**src/rtl/i2s_transmitter.sv**
```systemverilog
// Philips-format I2S transmitter: divides clk down to sck, serializes one stereo
// frame per 2*SLOT_BITS sck cycles, and buffers one pending sample pair.
module i2s_transmitter #(
  parameter int DATA_SIZE    = 24,
  parameter int SLOT_BITS    = 32,
  parameter int CLK_FREQ     = 100_000_000,
  parameter int I2S_CLK_FREQ = 1_500_000
) (
  input  logic                 clk,
  input  logic                 rst_n,
  input  logic                 enable,
  input  logic                 sample_valid,
  output logic                 sample_ready,
  input  logic [DATA_SIZE-1:0] sample_left,
  input  logic [DATA_SIZE-1:0] sample_right,
  output logic                 i2s_sck,
  output logic                 i2s_ws,
  output logic                 i2s_sd,
  output logic                 frame_start,
  output logic                 underrun,
  output logic [15:0]          underrun_count
);

  localparam int CLK_DIV    = CLK_FREQ / (2 * I2S_CLK_FREQ);
  localparam int DIV_W      = (CLK_DIV > 1) ? $clog2(CLK_DIV) : 1;
  localparam int FRAME_BITS = 2 * SLOT_BITS;
  localparam int BIT_W      = $clog2(FRAME_BITS);

  logic [DIV_W-1:0]      r_div;
  logic [BIT_W-1:0]      r_bit;
  logic                  r_sck;
  logic                  r_ws;
  logic                  r_sd;
  logic [FRAME_BITS-1:0] r_shift;
  logic [DATA_SIZE-1:0]  r_hold_left;
  logic [DATA_SIZE-1:0]  r_hold_right;
  logic                  r_full;
  logic                  r_frame_start;
  logic                  r_underrun;
  logic [15:0]           r_underrun_count;

  logic                  w_div_wrap;
  logic                  w_fall;
  logic                  w_accept;
  logic                  w_frame_load;
  logic [SLOT_BITS-1:0]  w_left_slot;
  logic [SLOT_BITS-1:0]  w_right_slot;

  assign w_div_wrap   = (r_div == DIV_W'(CLK_DIV - 1));
  assign w_fall       = enable && w_div_wrap && r_sck;
  assign w_accept     = sample_valid && !r_full;
  assign w_frame_load = w_fall && (r_bit == '0);

  // Samples sit left-justified in their slots with zero padding below the LSB.
  assign w_left_slot  = SLOT_BITS'(r_hold_left)  << (SLOT_BITS - DATA_SIZE);
  assign w_right_slot = SLOT_BITS'(r_hold_right) << (SLOT_BITS - DATA_SIZE);

  always_ff @(posedge clk) begin
    if (!rst_n) begin
      r_full       <= 1'b0;
      r_hold_left  <= '0;
      r_hold_right <= '0;
    end else if (w_accept) begin
      r_full       <= 1'b1;
      r_hold_left  <= sample_left;
      r_hold_right <= sample_right;
    end else if (w_frame_load) begin
      r_full <= 1'b0;
    end
  end

  // sd lags the shift register by one fall event, which produces the Philips
  // one-bit delay: the last right-slot bit leaves on the next frame's b=0.
  always_ff @(posedge clk) begin
    if (!rst_n) begin
      r_div            <= '0;
      r_bit            <= '0;
      r_sck            <= 1'b0;
      r_ws             <= 1'b0;
      r_sd             <= 1'b0;
      r_shift          <= '0;
      r_frame_start    <= 1'b0;
      r_underrun       <= 1'b0;
      r_underrun_count <= '0;
    end else begin
      r_frame_start <= 1'b0;
      r_underrun    <= 1'b0;
      if (!enable) begin
        r_div   <= '0;
        r_bit   <= '0;
        r_sck   <= 1'b0;
        r_ws    <= 1'b0;
        r_sd    <= 1'b0;
        r_shift <= '0;
      end else begin
        if (w_div_wrap) begin
          r_div <= '0;
          r_sck <= ~r_sck;
        end else begin
          r_div <= r_div + 1'b1;
        end
        if (w_fall) begin
          r_ws  <= (r_bit >= BIT_W'(SLOT_BITS));
          r_sd  <= r_shift[FRAME_BITS-1];
          r_bit <= (r_bit == BIT_W'(FRAME_BITS - 1)) ? '0 : r_bit + 1'b1;
          if (r_bit == '0) begin
            if (r_full) begin
              r_shift       <= {w_left_slot, w_right_slot};
              r_frame_start <= 1'b1;
            end else begin
              r_shift    <= '0;
              r_underrun <= 1'b1;
              if (r_underrun_count != 16'hFFFF) begin
                r_underrun_count <= r_underrun_count + 16'd1;
              end
            end
          end else begin
            r_shift <= {r_shift[FRAME_BITS-2:0], 1'b0};
          end
        end
      end
    end
  end

  assign sample_ready   = !r_full;
  assign i2s_sck        = r_sck;
  assign i2s_ws         = r_ws;
  assign i2s_sd         = r_sd;
  assign frame_start    = r_frame_start;
  assign underrun       = r_underrun;
  assign underrun_count = r_underrun_count;

endmodule

```
**config.mk**
```make
export PLATFORM = sky130hd
export DESIGN_NAME = i2s_transmitter
export DESIGN_NICKNAME = d
export VERILOG_FILES = /design/src/rtl/i2s_transmitter.sv
export SDC_FILE = /design/constraint.sdc
export NUM_CORES = 1
export LEC_CHECK = 0
export BUFFER_PORTS_ARGS = -buffer_cell sky130_fd_sc_hd__buf_2
export CAP_MARGIN = 15
export CORE_MARGIN = 4
export CORE_UTILIZATION = 55
export CTS_BUF_LIST = sky130_fd_sc_hd__clkbuf_8
export CTS_CLUSTER_DIAMETER = 120
export DETAILED_ROUTE_END_ITERATION = 6
export GPL_TIMING_DRIVEN = 1
export PLACE_DENSITY = 0.76
export SYNTH_ARGS = -nofsm -noshare
export SYNTH_HDL_FRONTEND = slang
export SYNTH_SLANG_ARGS = --single-unit
export TNS_END_PERCENT = 20
```
**constraint.sdc**
```tcl
create_clock -name clk -period 2.9 [get_ports clk]
set_input_delay 0.58 -clock clk [delete_from_list [all_inputs] [get_ports clk]]
set_output_delay 0.58 -clock clk [all_outputs]
set_load 0.02 [all_outputs]
```
==> results.toml, run 1 <==
[status]
status = "finished clean"

[drt]
routed_wl_um = 13300
viasPerCell = 5.78
wl_per_cell_um = 14.6
drtPass1Iterations = 5
dr_total_vias = 5273
drc_errors = 0
ant_nets = 0
drt_iter0_markers = 433

[run]
drv_cap = 0

[grt]
grt_pass1_vias = 5028
track_usage_pct = 22.1
grt.overflow.total = 0
antenna_found_initial = 0
grt_pass1_wl_um = 23000
grt_max_degree = 110

[worst_setup_path]
critPathArrivalTime_ns = 2.64
slowest_delay_ns = 0.66
critPathKind = "flip-flop to flip-flop"
slowest_stage = "or4_1"
cp.buffers_inverters = 1
crit_required_ns = 3.25
r2r-start = "r_bit[0]"
cp_cell_sequence = "inv_1 > ha_1 > nor4b_4 > nand4_2 > or4_1 > o211a_1"
reg2reg_depth = 6
r2r-end = "underrun_count[8]"
r2r_slack_ns = 0.61
crit_family = "simple AND/OR/NAND/NOR gates"
cp-start-kind = "flip-flop"
crit_fanout = 21
cp-end-kind = "flip-flop"

[timing]
rsz0062_at_grt = "no"
tightest_slew_ns = 0.638
max_slew_margin_pct = 57.1
final_max_slew_viol_count = 0
fin_crit_sh_pct = 78.9
setup_tns_ns = 0
fmax_mhz = 437
finalClockSkew_ns = 0.0110
setup_violations = 0
hold_violations = 0
fin_crit_ns = 2.29

[final_layout]
nets = 821
n_antenna_cell = 0
area_growth_pct = 14.4
seqCellArea_um2 = 2760
final_cell_mix = "nand2_1 (170), dfxtp_1 (137), a21oi_1 (73), buf_2 (73), nand3_1 (63)"
multi_input_area_um2 = 2790
finalNonFillerCells = 913
drive_above_1_share_pct = 16.6
fillers = 858
layout_commonest_cell = "nand2_1"

[pwr]
switching_share_pct = 22.7
power.switching_uw = 882
p_int_uw = 3010
vdd_ir_drop_max_uv = 378
leakage_uw = 0.00230
power.density_nw_per_um2 = 582
pwr-share-seq_pct = 50.4
comb_power_share_pct = 5.2
clock_power_share_pct = 44.4

[synthesis]
syn_nets = 782
ys_types = 46
yosysSeqAreaShare_pct = 47.3
synth-seq-cells = 138
synthFlopType = "dfxtp_1"
ys_async_sr_fraction_pct = 0
synth.area.mux_share_pct = 0.686
synth_area_um2 = 5840
synth-simple-area-share_pct = 28.7
yosys_warnings = 0
synth_adder_area_share_pct = 1.07
synth_top_family_by_area = "simple AND/OR/NAND/NOR gates"
synth_compound_area_share_pct = 15.9
synth_edf_count = 0
avgSynthCellArea_um2 = 8.06
synthCells = 725
synthXorXnorAreaFrac_pct = 1.05

[clock_network]
clock_path_buffers = 2
clkTransAtPathRegs_ns = 0.08
htreeDepth = 4
clock_latency_ns = 0.45
cts.sinks = 138
cts_resized = 0
hold_buffers = 0
clockRootBuffer = "clkbuf_8"
cts_buffers = 17
cts_tree = "built"
post-cts-setup-buffer-count = 0

[worst_hold_path]
hold_path.class = "primary input to flip-flop"
hold_depth = 3
hold_path_end = "r_hold_left[3]"
min_from = "sample_left[3]"

[floorplan]
start_util_pct = 56.6
core_area_um2 = 10300
row_count = 37
ios = 74
die_w_um = 111
die_h_um = 111
die-area_um2 = 12300

[placement]
io_buffers = 73
dp_cells = 881
dpl.hpwl_um = 8350
gp_congestion = 0.852
-- through the flow --
step	hold slack [ns]	instance area, um2	utilization [%]	power, uW	setup WS [ns]
floorplan	0.430	5840	-	2130	1.10
global placement	0.439	6240	60.4	2200	0.717
detailed placement	0.446	6240	60.4	2210	0.633
CTS	0.351	6680	64.7	3910	0.619
global route	0.349	6680	64.7	4040	0.488
finish	0.360	6680	64.7	3890	0.613
-- synth_stat cells (2+ instances only) --
library cell  instances  share of area [%]
nor2b_1               2               0.21
clkbuf_1             44                2.8
o21a_1                2               0.26
nand4_2               2               0.43
o41ai_1               2               0.30
nor4_1                7               0.75
o21ai_0               7               0.60
o31ai_1               3               0.39
xor2_1                2               0.30
buf_1                 6               0.39
nand4b_1              2               0.30
nor4b_1               2               0.30
or4_1                 4               0.51
nand4_1               7               0.75
nor2_1               58                3.7
buf_4                 2               0.26
and4_1                3               0.45
a311oi_1             49                7.3
mux2i_1               4               0.69
nand2_1             172                 11
dfxtp_1             138                 47
nor3_1                7               0.60
buf_2                 9               0.77
and2_1                4               0.43
inv_1                10               0.64
or3_1                 6               0.64
nand2b_1              5               0.54
nand3_1              63                5.4
o21bai_1              2               0.26
a21oi_1              73                6.3
ha_1                  5                1.1
xnor2_1               5               0.75
buf_6                 2               0.39
nor3b_1               3               0.39
and3_1                2               0.21
-- cell type report --
cell class,instances,share of cell area [%]
repair buffers,83,7.15
flip-flops and latches,138,41.4
multi-input cells,514,41.7
well taps,136,2.55
clock buffers,20,4.12
clock inverters,12,2.55
inverters,10,0.562
-- worst max-delay path by stage --
stage / start / to / slack, ns / depth (start not counted)
floorplan: underrun_count[0] / underrun_count[8] / 1.10 / 5
detailed placement: r_bit[0] / underrun_count[8] / 0.63 / 6
CTS: r_full / sample_ready / 0.62 / 3
global route: r_bit[0] / underrun_count[4] / 0.49 / 6
global placement: enable / underrun_count[8] / 0.72 / 5
finish: r_bit[0] / underrun_count[8] / 0.61 / 6
-- state kept, by name (all words and copies together), names as in the netlist --
| register | count |
|---|---|
| underrun | 1 |
| r_shift | 56 |
| underrun_count | 16 |
| r_hold_left | 24 |
| r_div | 6 |
| frame_start | 1 |
| i2s_sck | 1 |
| i2s_ws | 1 |
| r_bit | 6 |
| r_hold_right | 24 |
| r_full | 1 |
| i2s_sd | 1 |
-- layer usage --
| metal | track usage [%] | share of wire [%] | up-vias |
|---|---|---|---|
| li1 | - | - | 2621 |
| met5 | 0 | 0 | - |
| met4 | 6.73 | 1.3 | 0 |
| met3 | 6.00 | 5.7 | 18 |
| met1 | 27.9 | 45 | 2493 |
| met2 | 36.9 | 48 | 141 |
-- worst register-to-register path, cell delays in order, from the launching register on --
cell and delay [ns]:
dfxtp_1 0.34, inv_1 0.07, ha_1 0.17, nor4b_4 0.31, nand4_2 0.51, or4_1 0.67, o211a_1 0.13
-- power groups by stage --
| stage | Clock (uW) | Combinational (uW) | Sequential, uW |
|---|---|---|---|
| 2_1_floorplan | 0 | 130 | 2000 |
| 3_3_place_gp | 0 | 195 | 2000 |
| 3_5_place_dp | 0 | 202 | 2000 |
| 4_1_cts | 1750 | 202 | 1960 |
| 5_1_grt | 1850 | 228 | 1970 |
| 6_report | 1730 | 201 | 1960 |
-- cell families after synthesis --
| group | after synthesis |
|---|---|
| flops | 138 |
| buf+inv | 73 |
| mux | 4 |
| compound gates | 141 |
| simple gates | 357 |
| fa+ha+maj | 5 |
| xor+xnor | 7 |
Note: power is estimated with default switching activity, not from simulation.
==> run 2: changes to the inputs <==
Settings changed: ABC_AREA from default to 1, CORE_UTILIZATION 55 to 54, PLACE_DENSITY 0.76 to 0.78.
Clock period 2.9 ns to 1.9 ns, I/O delays scaled along.
==> run 2 against run 1 <==
Against the previous run:
- synthesized cell count rose by 9.9%
- cell area rose by 1.0%
- non-clock buffer count rose by 3
- largest cell class is now registers
- largest power group unchanged
==> results.toml, run 2 <==
[status]
status = "finished clean"

[synthesis]
syn_nets = 854
yosysMostFrequentCell = "nor2_1"
synth_top_area_cell = "dfxtp_1"
ys_types = 30
synth_edf_count = 0
avgSynthCellArea_um2 = 7.37
synthFlopType = "dfxtp_1"
synthTopCellsByArea = "dfxtp_1 (47%), nor2_1 (9.6%), a21oi_1 (9.1%)"
yosys_warnings = 0
synthTopCellsByCount = "nor2_1 (150), dfxtp_1 (138), a21oi_1 (107)"
synth_area_um2 = 5870
synth-seq-cells = 138
synth_top_area_share_pct = 47.0
yosysSeqAreaShare_pct = 47.0
synthCells = 797
ys_async_sr_fraction_pct = 0

[worst_setup_path]
slowest_stage = "buf_4"
reg2reg_depth = 7
r2r-start = "r_bit[0]"
critPathKind = "flip-flop to flip-flop"
cp_cell_sequence = "inv_1 > ha_1 > nand2_1 > nor2_4 > buf_4 > nand3_1 > a21oi_1"
cp-end-kind = "flip-flop"
slowest_delay_ns = 0.44
r2r-end = "r_shift[28]"
cp.buffers_inverters = 2
cp.depth = 7
crit_start = "r_bit[0]"
crit_family = "buffers and inverters"
crit_fanout = 47
critPathArrivalTime_ns = 2.11
endpoint = "r_shift[28]"
crit_required_ns = 2.26
r2r_slack_ns = 0.15
cp-start-kind = "flip-flop"

[final_layout]
area_growth_pct = 15.0
largest_register_ffs = 56
drive_above_1_share_pct = 15.7
layout_commonest_cell = "nor2_1"
multi_input_area_um2 = 2700
seqCellArea_um2 = 2760
nets = 905
n_antenna_cell = 0
top_register = "r_shift"
fillers = 947
reg_top3 = "r_shift x56, r_hold_left x24, r_hold_right x24"
final_cell_mix = "nor2_1 (150), dfxtp_1 (137), a21oi_1 (107)"

[drt]
dr_total_vias = 5413
dr_wl_met2_um = 6450
wl_met3_um = 702
ant_nets = 0
met1Wirelength_um = 5900
drc_errors = 0
routed_wl_um = 13200
drtPass1Iterations = 5
wl_per_cell_um = 13.3
highest_layer = "met4"
drt_iter0_markers = 392
viasPerCell = 5.43

[timing]
max_slew_margin_pct = 66.1
setup_tns_ns = 0
final_max_slew_viol_count = 0
fmax_mhz = 572
finalClockSkew_ns = 0.0112
rsz0062_at_grt = "no"
hold_violations = 0
setup_violations = 0
tightest_slew_ns = 0.508
fin_crit_ns = 1.75
setup_slack_ns = 0.151
fin_hold_ws_ns = 0.185
fin_crit_sh_pct = 92.0

[clock_network]
cts_buffers = 17
cts_tree = "built"
clockRootBuffer = "clkbuf_8"
clock_latency_ns = 0.44
cts.sinks = 138
clock_path_buffers = 2
post-cts-setup-buffer-count = 0
clkTransAtPathRegs_ns = 0.08
htreeDepth = 4

[pwr]
clock_power_share_pct = 41.7
pwr-share-seq_pct = 52.5
leakage_uw = 0.00285
vdd_ir_drop_max_uv = 492
p_int_uw = 4410
p_total_uw = 5750
power.density_nw_per_um2 = 851
comb_power_share_pct = 5.7
switching_share_pct = 23.3
power.switching_uw = 1340

[floorplan]
start_util_pct = 56.1
die-area_um2 = 12600
row_count = 37
die_h_um = 112
die_w_um = 112
core_area_um2 = 10500
ios = 74

[grt]
grt_pass1_vias = 5155
track_usage_pct = 21.4
grt_pass1_wl_um = 22700
grt.overflow.total = 0
grt_max_degree = 64
antenna_found_initial = 0

[placement]
dpl.hpwl_um = 8500
gp_congestion = 0.806
dp_slack_ns = 0.185
io_buffers = 73

[worst_hold_path]
hold_path.class = "primary input to flip-flop"

[run]
drv_cap = 0
-- run 2: worst min-delay path by stage --
stage	start	end	slack, ns	cells after the start
finish	sample_right[4]	r_hold_right[4]	0.19	3
global route	sample_right[18]	r_hold_right[18]	0.19	3
CTS	sample_left[20]	r_hold_left[20]	0.17	3
detailed placement	r_hold_right[0]	r_shift[8]	0.45	2
global placement	r_hold_right[0]	r_shift[8]	0.44	2
floorplan	r_hold_right[0]	r_shift[8]	0.42	2
-- run 2: power by group through the flow --
stage	Combinational (uW)	Clock, uW	Sequential, uW
6_report	330	2400	3020
3_5_place_dp	332	0	3090
2_1_floorplan	219	0	3070
5_1_grt	384	2550	3030
4_1_cts	334	2430	3020
3_3_place_gp	320	0	3080
-- run 2: kinds of logic after synthesis --
kind of cell,count (synthesis),share of synthesized area (%)
fa+ha+maj,5,1.07
buf+inv,100,7.20
flops,138,47.0
xor+xnor,11,1.64
simple gates,329,24.6
compound gates,214,18.4
-- run 2: per-layer routing --
layer	vias to the layer above	GRT usage [%]
met5	-	0
met4	0	7.45
met3	16	4.80
met2	147	37.4
met1	2514	26.0
li1	2736	-
-- run 2: worst register-to-register path: stages (launching register included) --
cell	delay, ns
dfxtp_1	0.33
inv_1	0.10
ha_1	0.17
nand2_1	0.09
nor2_4	0.17
buf_4	0.44
nand3_1	0.20
a21oi_1	0.20
-- run 2: per-stage QoR --
| step | util, % | area (um2) | cells |
|---|---|---|---|
| floorplan | - | 5870 | 797 |
| global placement | 60.5 | 6330 | 965 |
| detailed placement | 60.5 | 6330 | 965 |
| CTS | 64.4 | 6740 | 997 |
| global route | 64.6 | 6750 | 997 |
| finish | 64.6 | 6750 | 997 |
-- run 2: cell type report --
class | instances | share of cell area [%]
clock buffers | 21 | 4.28
clock inverters | 11 | 1.76
inverters | 46 | 2.56
multi-input cells | 559 | 40.0
flip-flops and latches | 138 | 40.9
well taps | 136 | 2.52
repair buffers | 86 | 7.97
-- run 2: timing repair --
action                                  4_1_cts  5_1_grt
hold buffers                                  0        0
endpoints found under the setup margin        0        4
resized for setup                             0        2
==> run 3: changes to the inputs <==
Settings changed: SETUP_SLACK_MARGIN from default to 0.2.
==> run 3 against run 2 <==
Against the previous run:
- clock power is essentially flat
- largest power group unchanged
- power is essentially flat
- largest cell class is now multi-input gates
- sequential power is essentially flat
- die area is the same
- non-clock buffer count grew 7
- combinational power grew 2%
- core utilization grew 1.4 points
- hold slack gained 0.0020 ns
- routed wire length grew 4.1%
- critical path depth grew 2
- maximum frequency grew 8.7%
==> results.toml, run 3 (synthesis results as in run 2) <==
[final_layout]
fin_area_um2 = 6910
reg_top3 = "r_shift x56, r_hold_left x24, r_hold_right x24"
final_cell_mix = "nor2_1 (150), dfxtp_1 (133), a21oi_1 (107)"
largest_register_ffs = 56
area_growth_pct = 17.6
layout_commonest_cell = "nor2_1"
drive_above_1_share_pct = 18.0
n_antenna_cell = 0
nets = 915
top_register = "r_shift"

[drt]
drt_iter0_markers = 506
dr_total_vias = 5540
routed_wl_um = 13800
drc_errors = 0
drtPass1Iterations = 5
viasPerCell = 5.50
ant_nets = 0
wl_per_cell_um = 13.7

[status]
status = "finished clean"

[timing]
setup_tns_ns = 0
final_max_slew_viol_count = 0
rsz0062_at_grt = "yes"
tightest_slew_ns = 0.511
fmax_mhz = 622
hold_violations = 0
fin_crit_ns = 1.61
max_slew_margin_pct = 65.9
fin_hold_ws_ns = 0.187
setup_violations = 0
fin_crit_sh_pct = 84.7
finalClockSkew_ns = 0.00782
setup_slack_ns = 0.291

[run]
drv_cap = 0

[floorplan]
ios = 74
die_h_um = 112
core_area_um2 = 10500
start_util_pct = 56.1
die_w_um = 112
row_count = 37
die-area_um2 = 12600

[worst_setup_path]
cp-start-kind = "flip-flop"
critPathArrivalTime_ns = 1.98
crit_required_ns = 2.27
r2r-start = "underrun_count[0]"
reg2reg_depth = 9
cp-end-kind = "flip-flop"
r2r_slack_ns = 0.29
r2r-end = "underrun_count[0]"
crit_fanout = 7
critPathKind = "flip-flop to flip-flop"

[clock_network]
cts_buffers = 17
cts_tree = "built"
cts.sinks = 138
clock_path_buffers = 2
clock_latency_ns = 0.43
htreeDepth = 4
clkTransAtPathRegs_ns = 0.08
clockRootBuffer = "clkbuf_8"

[placement]
io_buffers = 73
dpl_cell_area_um2 = 6330
dp_slack_ns = 0.185
gp_congestion = 0.806
dpl.hpwl_um = 8500

[grt]
track_usage_pct = 21.4
grt_pass1_wl_um = 22700
antenna_found_initial = 0
grt_max_degree = 64
grt.overflow.total = 0
grt_pass1_vias = 5155

[pwr]
leakage_uw = 0.00291
power.density_nw_per_um2 = 833
vdd_ir_drop_max_uv = 492
p_total_uw = 5750

[worst_hold_path]
hold_path_end = "r_hold_left[17]"
hold_path.class = "primary input to flip-flop"
min_from = "sample_left[17]"
hold_depth = 3
==> run 3: cell count changes in the layout (fill, tap and decap cells not counted), sizes merged <==
cell	previous run	this run
buf	86	93
nor2	158	159
nand3	74	75
nand2	87	88
==> run 3: critical path, stage by stage (launching register included) <==
cell,delay [ns]
dfxtp_2,0.37
ha_2,0.20
nand2_1,0.12
nor2_4,0.22
nand3_2,0.15
nor2_4,0.17
nor2_4,0.08
nand2_1,0.07
nand2_1,0.05
nor2_1,0.10
==> run 3: through the flow <==
stage	instances	util (%)
floorplan	797	-
global placement	965	60.5
detailed placement	965	60.5
CTS	997	64.5
global route	1007	66.0
finish	1007	66.0
==> run 3: timing repair <==
action	CTS	global route
gates cloned	0	3
hold buffers	0	0
endpoints found under the setup margin	7	61
resized for setup	1	20
pin swaps	0	10
buffers inserted	0	7
==> run 3: cell type report <==
cell class                 count  area [um2]
inverter                      46         173
timing repair buffer          93         611
clock buffer                  21         289
tap                          136         170
clock inverter                11         119
sequential                   138        2770
multi-input combinational    562        2770
fill                         926        3560
==> run 3: worst max-delay path by stage <==
stage	startpoint	end	slack, ns	cells after the start
6_report	underrun_count[0]	underrun_count[0]	0.29	9
5_1_grt	r_div[0]	underrun_count[10]	0.18	10
4_1_cts	r_div[0]	underrun_count[2]	0.17	11
3_5_place_dp	r_div[0]	underrun_count[2]	0.19	11
3_3_place_gp	r_div[0]	underrun_count[11]	0.26	11
2_1_floorplan	underrun_count[0]	underrun_count[13]	0.26	9
==> run 3: metal layers <==
layer	wire length (um)	GRT usage, %	share of wire, %
met1	6050	26.0	44
met4	206	7.45	1.5
met5	0	0	0
met2	6760	37.4	49
met3	777	4.80	5.6
==> run 3: power by group <==
part / total, uW / switching, uW / internal (uW)
combinational: 336 / 201 / 134
clock: 2400 / 1100 / 1300
sequential: 3020 / 44.2 / 2970
